<file path="config.mk">
export PLATFORM = sky130hd
export DESIGN_NAME = mult_div_unit_flat
export DESIGN_NICKNAME = d
export VERILOG_FILES = /design/src/rtl/mult_div_unit_if.sv /design/src/rtl/mult_div_unit.sv /design/src/flat_wrapper.sv
export SDC_FILE = /design/constraint.sdc
export NUM_CORES = 1
export LEC_CHECK = 0
export ABC_AREA = 1
export BUFFER_PORTS_ARGS = -buffer_cell sky130_fd_sc_hd__buf_2
export CAP_MARGIN = 20
export CORE_MARGIN = 4
export CORE_UTILIZATION = 40
export CTS_BUF_LIST = sky130_fd_sc_hd__clkbuf_16
export DETAILED_ROUTE_END_ITERATION = 8
export GPL_TIMING_DRIVEN = 0
export PLACE_DENSITY_LB_ADDON = 0.15
export SYNTH_ARGS = -nofsm -noshare
export SYNTH_HDL_FRONTEND = slang
export SYNTH_SLANG_ARGS = --single-unit
</file>
<file path="constraint.sdc">
create_clock -name clk -period 9.25 [get_ports clk]
set_clock_uncertainty 0.05 [all_clocks]
set_input_delay 1.3875 -clock clk [delete_from_list [all_inputs] [get_ports clk]]
set_output_delay 1.3875 -clock clk [all_outputs]
set_load 0.05 [all_outputs]
</file>
<file path="src/rtl/mult_div_unit_if.sv">
// Operand, control and result bundle between the MIPS control/datapath and the
// multiply/divide unit; HI/LO and the handshake flags come back on the same bundle.
interface mult_div_unit_if #(
   parameter int WIDTH = 32
);
   logic             start;
   logic [1:0]       op;
   logic [WIDTH-1:0] a;
   logic [WIDTH-1:0] b;
   logic             hi_we;
   logic             lo_we;
   logic [WIDTH-1:0] wr_data;
   logic             busy;
   logic             done;
   logic             div_by_zero;
   logic [WIDTH-1:0] hi;
   logic [WIDTH-1:0] lo;

   modport master (
      output start, op, a, b, hi_we, lo_we, wr_data,
      input  busy, done, div_by_zero, hi, lo
   );

   modport slave (
      input  start, op, a, b, hi_we, lo_we, wr_data,
      output busy, done, div_by_zero, hi, lo
   );
endinterface

</file>
<file path="src/rtl/mult_div_unit.sv">
// Multi-cycle MULT/MULTU/DIV/DIVU unit with HI/LO registers: shift-add multiply and
// restoring divide on operand magnitudes, one iteration per bit, sign fix-up at the end.
module mult_div_unit #(
   parameter int WIDTH = 32
) (
   input  logic            clk,
   input  logic            reset,
   mult_div_unit_if.slave  bus
);
   localparam int CNT_W = $clog2(WIDTH);

   typedef enum logic [1:0] {
      IDLE = 2'd0,
      RUN  = 2'd1,
      FIX  = 2'd2
   } state_t;

   state_t               state_r;
   state_t               next_state_s;
   logic [CNT_W-1:0]     cnt_r;
   logic [2*WIDTH:0]     acc_r;
   logic [WIDTH:0]       mag_b_r;
   logic                 op_div_r;
   logic                 neg_q_r;
   logic                 neg_r_r;
   logic                 busy_r;
   logic                 done_r;
   logic                 dbz_r;
   logic [WIDTH-1:0]     hi_r;
   logic [WIDTH-1:0]     lo_r;

   logic                 signed_op_s;
   logic                 sign_a_s;
   logic                 sign_b_s;
   logic [WIDTH-1:0]     mag_a_s;
   logic [WIDTH-1:0]     mag_b_s;
   logic                 div_zero_s;
   logic [WIDTH:0]       mul_upper_s;
   logic [2*WIDTH:0]     mul_next_s;
   logic [WIDTH:0]       div_shift_s;
   logic                 div_ge_s;
   logic [WIDTH:0]       div_rem_s;
   logic [2*WIDTH:0]     div_next_s;
   logic [2*WIDTH-1:0]   prod_fix_s;
   logic [WIDTH-1:0]     res_hi_s;
   logic [WIDTH-1:0]     res_lo_s;

   assign bus.busy        = busy_r;
   assign bus.done        = done_r;
   assign bus.div_by_zero = dbz_r;
   assign bus.hi          = hi_r;
   assign bus.lo          = lo_r;

   // Operand magnitudes and the divide-by-zero shortcut decoded from the start request.
   always_comb begin
      signed_op_s = ~bus.op[0];
      sign_a_s    = signed_op_s & bus.a[WIDTH-1];
      sign_b_s    = signed_op_s & bus.b[WIDTH-1];
      if (sign_a_s) begin
         mag_a_s = {WIDTH{1'b0}} - bus.a;
      end else begin
         mag_a_s = bus.a;
      end
      if (sign_b_s) begin
         mag_b_s = {WIDTH{1'b0}} - bus.b;
      end else begin
         mag_b_s = bus.b;
      end
      div_zero_s = bus.op[1] & (bus.b == {WIDTH{1'b0}});
   end

   // One iteration of each algorithm; acc holds {upper partial, multiplier} or {remainder, quotient}.
   always_comb begin
      if (acc_r[0]) begin
         mul_upper_s = acc_r[2*WIDTH:WIDTH] + mag_b_r;
      end else begin
         mul_upper_s = acc_r[2*WIDTH:WIDTH];
      end
      mul_next_s  = {1'b0, mul_upper_s, acc_r[WIDTH-1:1]};
      div_shift_s = {acc_r[2*WIDTH-1:WIDTH], acc_r[WIDTH-1]};
      div_ge_s    = (div_shift_s >= mag_b_r);
      if (div_ge_s) begin
         div_rem_s = div_shift_s - mag_b_r;
      end else begin
         div_rem_s = div_shift_s;
      end
      div_next_s  = {div_rem_s, acc_r[WIDTH-2:0], div_ge_s};
   end

   // Sign fix-up of the finished magnitude result.
   always_comb begin
      prod_fix_s = acc_r[2*WIDTH-1:0];
      res_hi_s   = acc_r[2*WIDTH-1:WIDTH];
      res_lo_s   = acc_r[WIDTH-1:0];
      if (op_div_r) begin
         if (neg_q_r) begin
            res_lo_s = {WIDTH{1'b0}} - acc_r[WIDTH-1:0];
         end else begin
            res_lo_s = acc_r[WIDTH-1:0];
         end
         if (neg_r_r) begin
            res_hi_s = {WIDTH{1'b0}} - acc_r[2*WIDTH-1:WIDTH];
         end else begin
            res_hi_s = acc_r[2*WIDTH-1:WIDTH];
         end
      end else begin
         if (neg_q_r) begin
            prod_fix_s = {(2*WIDTH){1'b0}} - acc_r[2*WIDTH-1:0];
         end else begin
            prod_fix_s = acc_r[2*WIDTH-1:0];
         end
         res_hi_s = prod_fix_s[2*WIDTH-1:WIDTH];
         res_lo_s = prod_fix_s[WIDTH-1:0];
      end
   end

   // Next-state logic; a divide by zero completes directly from IDLE.
   always_comb begin
      next_state_s = state_r;
      case (state_r)
         IDLE: begin
            if (bus.start && !div_zero_s) begin
               next_state_s = RUN;
            end else begin
               next_state_s = IDLE;
            end
         end
         RUN: begin
            if (cnt_r == CNT_W'(WIDTH - 1)) begin
               next_state_s = FIX;
            end else begin
               next_state_s = RUN;
            end
         end
         FIX:     next_state_s = IDLE;
         default: next_state_s = IDLE;
      endcase
   end

   // State register.
   always_ff @(posedge clk or posedge reset) begin
      if (reset) begin
         state_r <= IDLE;
      end else begin
         state_r <= next_state_s;
      end
   end

   // Datapath, HI/LO and status registers.
   always_ff @(posedge clk or posedge reset) begin
      if (reset) begin
         cnt_r    <= {CNT_W{1'b0}};
         acc_r    <= {(2*WIDTH+1){1'b0}};
         mag_b_r  <= {(WIDTH+1){1'b0}};
         op_div_r <= 1'b0;
         neg_q_r  <= 1'b0;
         neg_r_r  <= 1'b0;
         busy_r   <= 1'b0;
         done_r   <= 1'b0;
         dbz_r    <= 1'b0;
         hi_r     <= {WIDTH{1'b0}};
         lo_r     <= {WIDTH{1'b0}};
      end else begin
         done_r <= 1'b0;
         dbz_r  <= 1'b0;
         case (state_r)
            IDLE: begin
               if (bus.start) begin
                  if (div_zero_s) begin
                     done_r <= 1'b1;
                     dbz_r  <= 1'b1;
                  end else begin
                     op_div_r <= bus.op[1];
                     neg_q_r  <= sign_a_s ^ sign_b_s;
                     neg_r_r  <= sign_a_s;
                     acc_r    <= {{(WIDTH+1){1'b0}}, mag_a_s};
                     mag_b_r  <= {1'b0, mag_b_s};
                     cnt_r    <= {CNT_W{1'b0}};
                     busy_r   <= 1'b1;
                  end
               end else begin
                  if (bus.hi_we) begin
                     hi_r <= bus.wr_data;
                  end
                  if (bus.lo_we) begin
                     lo_r <= bus.wr_data;
                  end
               end
            end
            RUN: begin
               acc_r <= op_div_r ? div_next_s : mul_next_s;
               cnt_r <= cnt_r + CNT_W'(1);
            end
            FIX: begin
               hi_r   <= res_hi_s;
               lo_r   <= res_lo_s;
               done_r <= 1'b1;
               busy_r <= 1'b0;
            end
            default: begin
               busy_r <= 1'b0;
            end
         endcase
      end
   end
endmodule
</file>
<file path="src/flat_wrapper.sv">
// flat-port wrapper written by rule: the top's interface ports become plain ports
module mult_div_unit_flat 
#(
   parameter int WIDTH = 32
)
  (clk, reset, bus_start, bus_op, bus_a, bus_b, bus_hi_we, bus_lo_we, bus_wr_data, bus_busy, bus_done, bus_div_by_zero, bus_hi, bus_lo);
  mult_div_unit_if #(.WIDTH(WIDTH)) bus_i ();
  input  logic clk;
  input  logic reset;
  input wire logic [$bits(bus_i.start)-1:0] bus_start;
  input wire logic [$bits(bus_i.op)-1:0] bus_op;
  input wire logic [$bits(bus_i.a)-1:0] bus_a;
  input wire logic [$bits(bus_i.b)-1:0] bus_b;
  input wire logic [$bits(bus_i.hi_we)-1:0] bus_hi_we;
  input wire logic [$bits(bus_i.lo_we)-1:0] bus_lo_we;
  input wire logic [$bits(bus_i.wr_data)-1:0] bus_wr_data;
  output wire logic [$bits(bus_i.busy)-1:0] bus_busy;
  output wire logic [$bits(bus_i.done)-1:0] bus_done;
  output wire logic [$bits(bus_i.div_by_zero)-1:0] bus_div_by_zero;
  output wire logic [$bits(bus_i.hi)-1:0] bus_hi;
  output wire logic [$bits(bus_i.lo)-1:0] bus_lo;
  assign bus_i.start = bus_start;
  assign bus_i.op = bus_op;
  assign bus_i.a = bus_a;
  assign bus_i.b = bus_b;
  assign bus_i.hi_we = bus_hi_we;
  assign bus_i.lo_we = bus_lo_we;
  assign bus_i.wr_data = bus_wr_data;
  assign bus_busy = bus_i.busy;
  assign bus_done = bus_i.done;
  assign bus_div_by_zero = bus_i.div_by_zero;
  assign bus_hi = bus_i.hi;
  assign bus_lo = bus_i.lo;
  mult_div_unit #(.WIDTH(WIDTH)) u_core (.clk(clk), .reset(reset), .bus(bus_i));
endmodule
</file>
==> flow_summary_export.csv, run 1 <==
group,metric,value,unit
status,status,"completed",
route,dr.pass1.iters,8,
grt,grt_overflow,0,
synth,ys_seq_elements,174,
grt,antenna_found_initial,2,
finish,fillers,4907,
cts,cts_buffers,17,
synth,ys_types,52,
grt,grt_max_degree,102,
floorplanning,fp-row-count,77,
cts,cts_resized,0,
floorplanning,die_y,219.7,µm
critical_path,cp_max_fo,10,
synth,yosysWarnings,0,
critical_path,r2r_start,"u_core.acc_r[0]",
synth,synthTopCellsByArea,"dfrtp_1, nand2_1, inv_1",
critical_path,end_kind,"flop",
hold_path,hold_start,"u_core.bus.busy",
synth,synthesis.nets,3286,
critical_path,reg2reg_slack,5680,ps
route,totalWireLength,88220,µm
pwr,irDropWorstVdd,0.2255,mV
sta,slew_violations,0,
synth,synth_area,0.01792,mm²
synth,ys_seq_area_share,24.29,%
synth,async_flop_share,100.0,%
synth,synth_common_cells,"nand2_1, inv_1, nor2_1",
critical_path,cp.required,9580,ps
route,avgRoutedWirePerCell,22.59,µm
finish,multi_input_area,0.01142,mm²
place,place.gp.congestion,1.013,
finish,layout-drive-gt1-share,8.542,%
synth,synth.avg_cell_area,5.761,µm²
critical_path,arrival,3900,ps
place,dp_hpwl,72850,µm
finish,diodes,0,
pwr,leakage,0.01057,µW
synth,synth.most_common_cell,"nand2_1",
synth,synth_top_area_share,24.29,%
route,vias_per_cell,5.511,
critical_path,rr_endpoint,"u_core.bus.hi[6]",
floorplanning,initial_core_util,40.53,%
cts,clock_sinks,174,
cts,ctsHoldBuffers,0,
finish,syn_to_final_growth,12.55,%
finish,seq_area,0.004354,mm²
pwr,power_density,477.7,mW/mm²
critical_path,rr_worst_depth,12,
finish,layout.nets,3475,
sta,post-route-period-util,38.64,%
floorplanning,die_w,219.7,µm
sta,fin_hold_ws,436.9,ps
flow_run,max-cap-violations,0,
cts,cts_tree,"done",
sta,finalHoldViolCount,0,
grt,grt_pass1_wl,128200,µm
cts,postCtsSetupRepairBufs,0,
sta,max_freq,0.2798,GHz
route,num_vias,21522,
route,ant_nets,0,
critical_path,critPathLaunchType,"flop",
route,drc,0,
grt,track_usage,35.94,%
cts,cts-root-buf,"clkbuf_16",
floorplanning,core-area,0.04422,mm²
sta,slew_headroom,33.10,%
floorplanning,dieArea,0.04826,mm²
cts,clkTransAtPathRegs,80,ps
cts,htreeDepth,4,
synth,synth_edf_count,0,
synth,synth.largest_area_cell,"dfrtp_1",
hold_path,holdPathEnd,"u_core.bus.busy",
hold_path,min_path_type,"reg -> reg",
grt,grt_pass1_vias,20029,
synth,postSynthCellCount,3111,
sta,finalSetupTns,0,ps
sta,setup_viol,0,
sta,rsz0062_at_grt,"no",
sta,worst_slew_pin_slew,1003,ps
critical_path,criticalPathCategory,"reg -> reg",
place,place.port_buffers,169,
cts,clkLatencyLatePin,510,ps
sta,finalCriticalPeriod,3574,ps
route,initialDrtViolationCount,2292,
hold_path,hold_depth,2,
synth,synth_flop_cell,"dfrtp_1",
cts,clockBufferDepth,2,
floorplanning,ios,170,
-- layer usage --
layer,vias to the layer above,wire length (µm),GRT usage (%)
li1,10338,-,-
met1,9973,36050,45.30
met2,977,39810,58.50
met3,232,6799,6.164
met4,2,5546,19.85
met5,-,13,0
-- cells in the final DEF, fill, tap and decap left out, types with 4 or more instances in the layout --
master     count
nor3_2         4
nor2_2        19
o21bai_1      14
o21ai_1       47
a31oi_1        4
nand3_2        4
o211ai_1      22
a21oi_1      157
inv_1        450
a22oi_1        4
clkinv_8       4
o22ai_1        4
inv_2         10
dfrtp_1      174
clkbuf_16     17
clkbuf_1      61
xnor2_1       15
nand2_2        6
o311ai_0       4
nor4_1         5
nand2_1     1063
buf_4          7
nor2_1       306
buf_6          5
nor3_1        38
buf_1          8
nand3b_1      13
ha_1          70
o21ai_0      166
nand3_1      287
o221ai_1      13
nand4_1       45
buf_2        179
xor2_1        38
or2_2          8
-- cell families (layout without fill, tap and decap cells) --
| logic type | Yosys count | in the layout | synth area share [%] |
|---|---|---|---|
| xor+xnor | 53 | 53 | 2.590 |
| mux | 1 | 1 | 0.06283 |
| buf+inv | 553 | 755 | 12.01 |
| flops | 174 | 174 | 24.29 |
| fa+ha+maj | 72 | 72 | 5.110 |
| compound gates | 451 | 451 | 13.91 |
| simple gates | 1807 | 1807 | 42.02 |
-- per-stage QoR --
stage               cell area, µm²  power, µW  utilization, %  setup slack, ps  std cells
floorplan                    17920       6195               -             3096       3111
global placement             19510       8593           44.12            873.3       3872
detailed placement           19540       8628           44.20             5502       3873
CTS                          20170       9453           45.61             5728       3905
global route                 20170      10360           45.61             5519       3905
finish                       20170       9636           45.61             5676       3905
-- worst max path at each step --
stage,slack (ps),end,cells past startpoint,from
floorplan,3100,u_core.acc_r[0],1,reset
global placement,870,u_core.mag_b_r[29],2,reset
detailed placement,5500,u_core.bus.lo[11],7,bus_start
CTS,5730,u_core.acc_r[50],16,u_core.acc_r[55]
global route,5520,u_core.acc_r[50],16,u_core.acc_r[55]
finish,5680,u_core.bus.hi[6],12,u_core.acc_r[0]
-- flip-flops by register name (all words and copies together), names as in the netlist --
signal,count
u_core.bus.div_by_zero,1
u_core.mag_b_r,32
u_core.cnt_r,5
u_core.acc_r,65
u_core.neg_q_r,1
u_core.bus.hi,32
u_core.bus.done,1
u_core.op_div_r,1
u_core.bus.busy,1
u_core.bus.lo,32
u_core.state_r,2
u_core.neg_r_r,1
-- power breakdown --
group	switching, µW	leakage (µW)	internal [µW]
Clock	396	0.000297	412
Sequential	729	0.00213	1140
Combinational	4930	0.00814	2030
-- worst max-delay path: stages, from the launching register on --
cell and delay (ps):
dfrtp_1 440, inv_2 190, clkbuf_1 530, ha_1 360, nand3_2 150, nor2_2 230
nand3_1 150, nor2_1 320, nand2_1 170, o21ai_0 540, nand3_1 130, nand3_1 120
nand3_1 70
-- area by class of cell --
class                   instances  area share [%]
flip-flops and latches        174           21.59
clock inverters                15          0.9987
clock buffers                  17           2.109
multi-input cells            2384           56.60
inverters                     462           8.635
repair buffers                170           4.330
well taps                     592           3.672
plain buffers                  91           2.072
Note: power is estimated with default switching activity, not from simulation.
==> inputs of run 2 (changes only) <==
Clock period 9.25 ns to 3.12 ns, I/O delays scaled along.
==> run 2 against run 1 <==
Combinational power increased to 3.0 times the previous value. Highest routed layer is now met4. Non-clock buffer count increased by 5. Register-to-register slack got worse by 5600 ps. Sequential power increased to 3.0 times the previous value.
==> flow_summary_export.csv, run 2 (synthesized netlist as in run 1, its figures left out) <==
group,metric,value,unit
sta,worst_slew_pin_slew,1004,ps
finish,syn_to_final_growth,13.31,%
route,ant_nets,0,
pwr,leakage,0.01052,µW
pwr,power_density,1398,mW/mm²
cts,cts_buffers,17,
grt,grt_max_degree,42,
sta,post-route-period-util,97.08,%
finish,regMostFlops,"u_core.acc_r",
finish,layout-drive-gt1-share,10.34,%
place,placed_cell_area,0.01959,mm²
sta,finalCriticalPeriod,3029,ps
critical_path,arrival,3370,ps
grt,grt_pass1_vias,20231,
floorplanning,die_w,219.7,µm
floorplanning,core-area,0.04422,mm²
sta,fin_hold_ws,175.4,ps
critical_path,criticalPathCategory,"reg -> reg",
pwr,irDropWorstVdd,0.6343,mV
pwr,power.total,28380,µW
finish,diodes,0,
finish,largest_reg_flops,65,
critical_path,cp.required,3460,ps
grt,antenna_found_initial,0,
route,totalWireLength,87260,µm
critical_path,reg2reg_slack,90,ps
cts,cts-root-buf,"clkbuf_16",
cts,clkTransAtPathRegs,80,ps
route,drc,0,
sta,slew_headroom,33.09,%
critical_path,cp_max_fo,10,
route,vias_per_cell,5.486,
cts,clock_sinks,174,
sta,max_freq,0.3301,GHz
finish,final_common_cell,"nand2_1",
floorplanning,dieArea,0.04826,mm²
cts,clockBufferDepth,2,
place,dp_cells,3876,
grt,grt_pass1_wl,127000,µm
finish,stdcell_count,3910,
place,place.port_buffers,169,
cts,htreeDepth,4,
hold_path,min_path_type,"in -> reg",
place,place.gp.congestion,1.038,
place,dp_slack,-399.0,ps
cts,cts_tree,"done",
floorplanning,ios,170,
sta,slew_violations,0,
status,status,"completed",
finish,design_area,0.02031,mm²
route,avgRoutedWirePerCell,22.32,µm
critical_path,critPathLaunchType,"flop",
finish,fillers,4935,
flow_run,max-cap-violations,0,
route,dr.pass1.iters,6,
sta,rsz0062_at_grt,"no",
critical_path,end_kind,"flop",
route,num_vias,21450,
grt,grt_overflow,0,
sta,finalHoldViolCount,0,
finish,most-common-layout-cells,"nand2_1, inv_1, nor2_1",
finish,layout.nets,3480,
sta,setup_ws,91.05,ps
grt,track_usage,35.63,%
place,dp_hpwl,72270,µm
floorplanning,initial_core_util,40.53,%
floorplanning,die_y,219.7,µm
floorplanning,fp-row-count,77,
cts,clkLatencyLatePin,500,ps
route,initialDrtViolationCount,2365,
sta,setup_viol,0,
[run 2: cell count changes in the layout (fill, tap and decap cells not counted), moves of 4 or more]
cell,change
ha_1,-15
clkinv_8,-4
nor2_1,-4
buf_12,+4
dfrtp_1,-38
ha_4,+5
dfrtp_2,+37
ha_2,+10
clkinv_1,+4
nor2_2,+4
[run 2: metrics by stage]
stage               setup TNS, ps  util [%]
global placement          -140220     44.12
floorplan                       0         -
CTS                             0     45.78
global route                    0     45.92
detailed placement          -3783     44.31
finish                          0     45.92
[run 2: power breakdown]
part | internal [µW] | switching (µW) | total, µW
registers | 3450 | 2130 | 5580
logic | 6190 | 14600 | 20800
clock network | 1010 | 1030 | 2030
[run 2: per-layer routing]
layer / part of all wire, % / up-vias / GRT usage (%)
li1: - / 10345 / -
met1: 41 / 9879 / 45.31
met2: 45 / 1019 / 58.47
met3: 7.3 / 207 / 5.157
met4: 5.9 / 0 / 19.24
met5: 0 / - / 0
[run 2: final cells by class]
class	count	area [µm²]	share of cell area [%]
Multi-Input combinational cell	2384	11530	56.78
Sequential cell	174	4404	21.69
Inverter	462	1738	8.558
Timing Repair Buffer	176	950.9	4.683
Tap cell	592	740.7	3.648
Clock buffer	17	425.4	2.095
Buffer	90	419.2	2.064
Clock inverter	15	97.59	0.4806
[run 2: timing repair]
action,in CTS,in global routing
gates resized for setup,48,20
hold buffers,1,0
endpoints found under the setup margin,31,23
pin swaps,2,2
buffers inserted,0,2
hold endpoints to repair,16,0
[run 2: final timing paths]
| check | startpoint | endpoint | cells past startpoint |
|---|---|---|---|
| max in group asynchronous | reset | u_core.mag_b_r[28] | 5 |
| max | u_core.acc_r[46] | u_core.acc_r[52] | 14 |
| min in group asynchronous | reset | u_core.bus.hi[7] | 3 |
| min | bus_start | u_core.bus.div_by_zero | 3 |
| min reg2reg | u_core.bus.lo[2] | u_core.bus.lo[2] | 2 |
| max reg2reg | u_core.acc_r[46] | u_core.acc_r[52] | 14 |
[run 2: worst max-delay path, cell delays in order (launching register included)]
cell     delay (ps)
dfrtp_1         680
ha_1            380
nand2_1         170
inv_1            60
nand2_1          60
nand2_1          70
a21oi_1         230
nand2_1         170
nand2_2         200
nand3_1         170
buf_4           240
nand2_1         100
o21ai_0         170
nand3_1         120
nand2_1          50
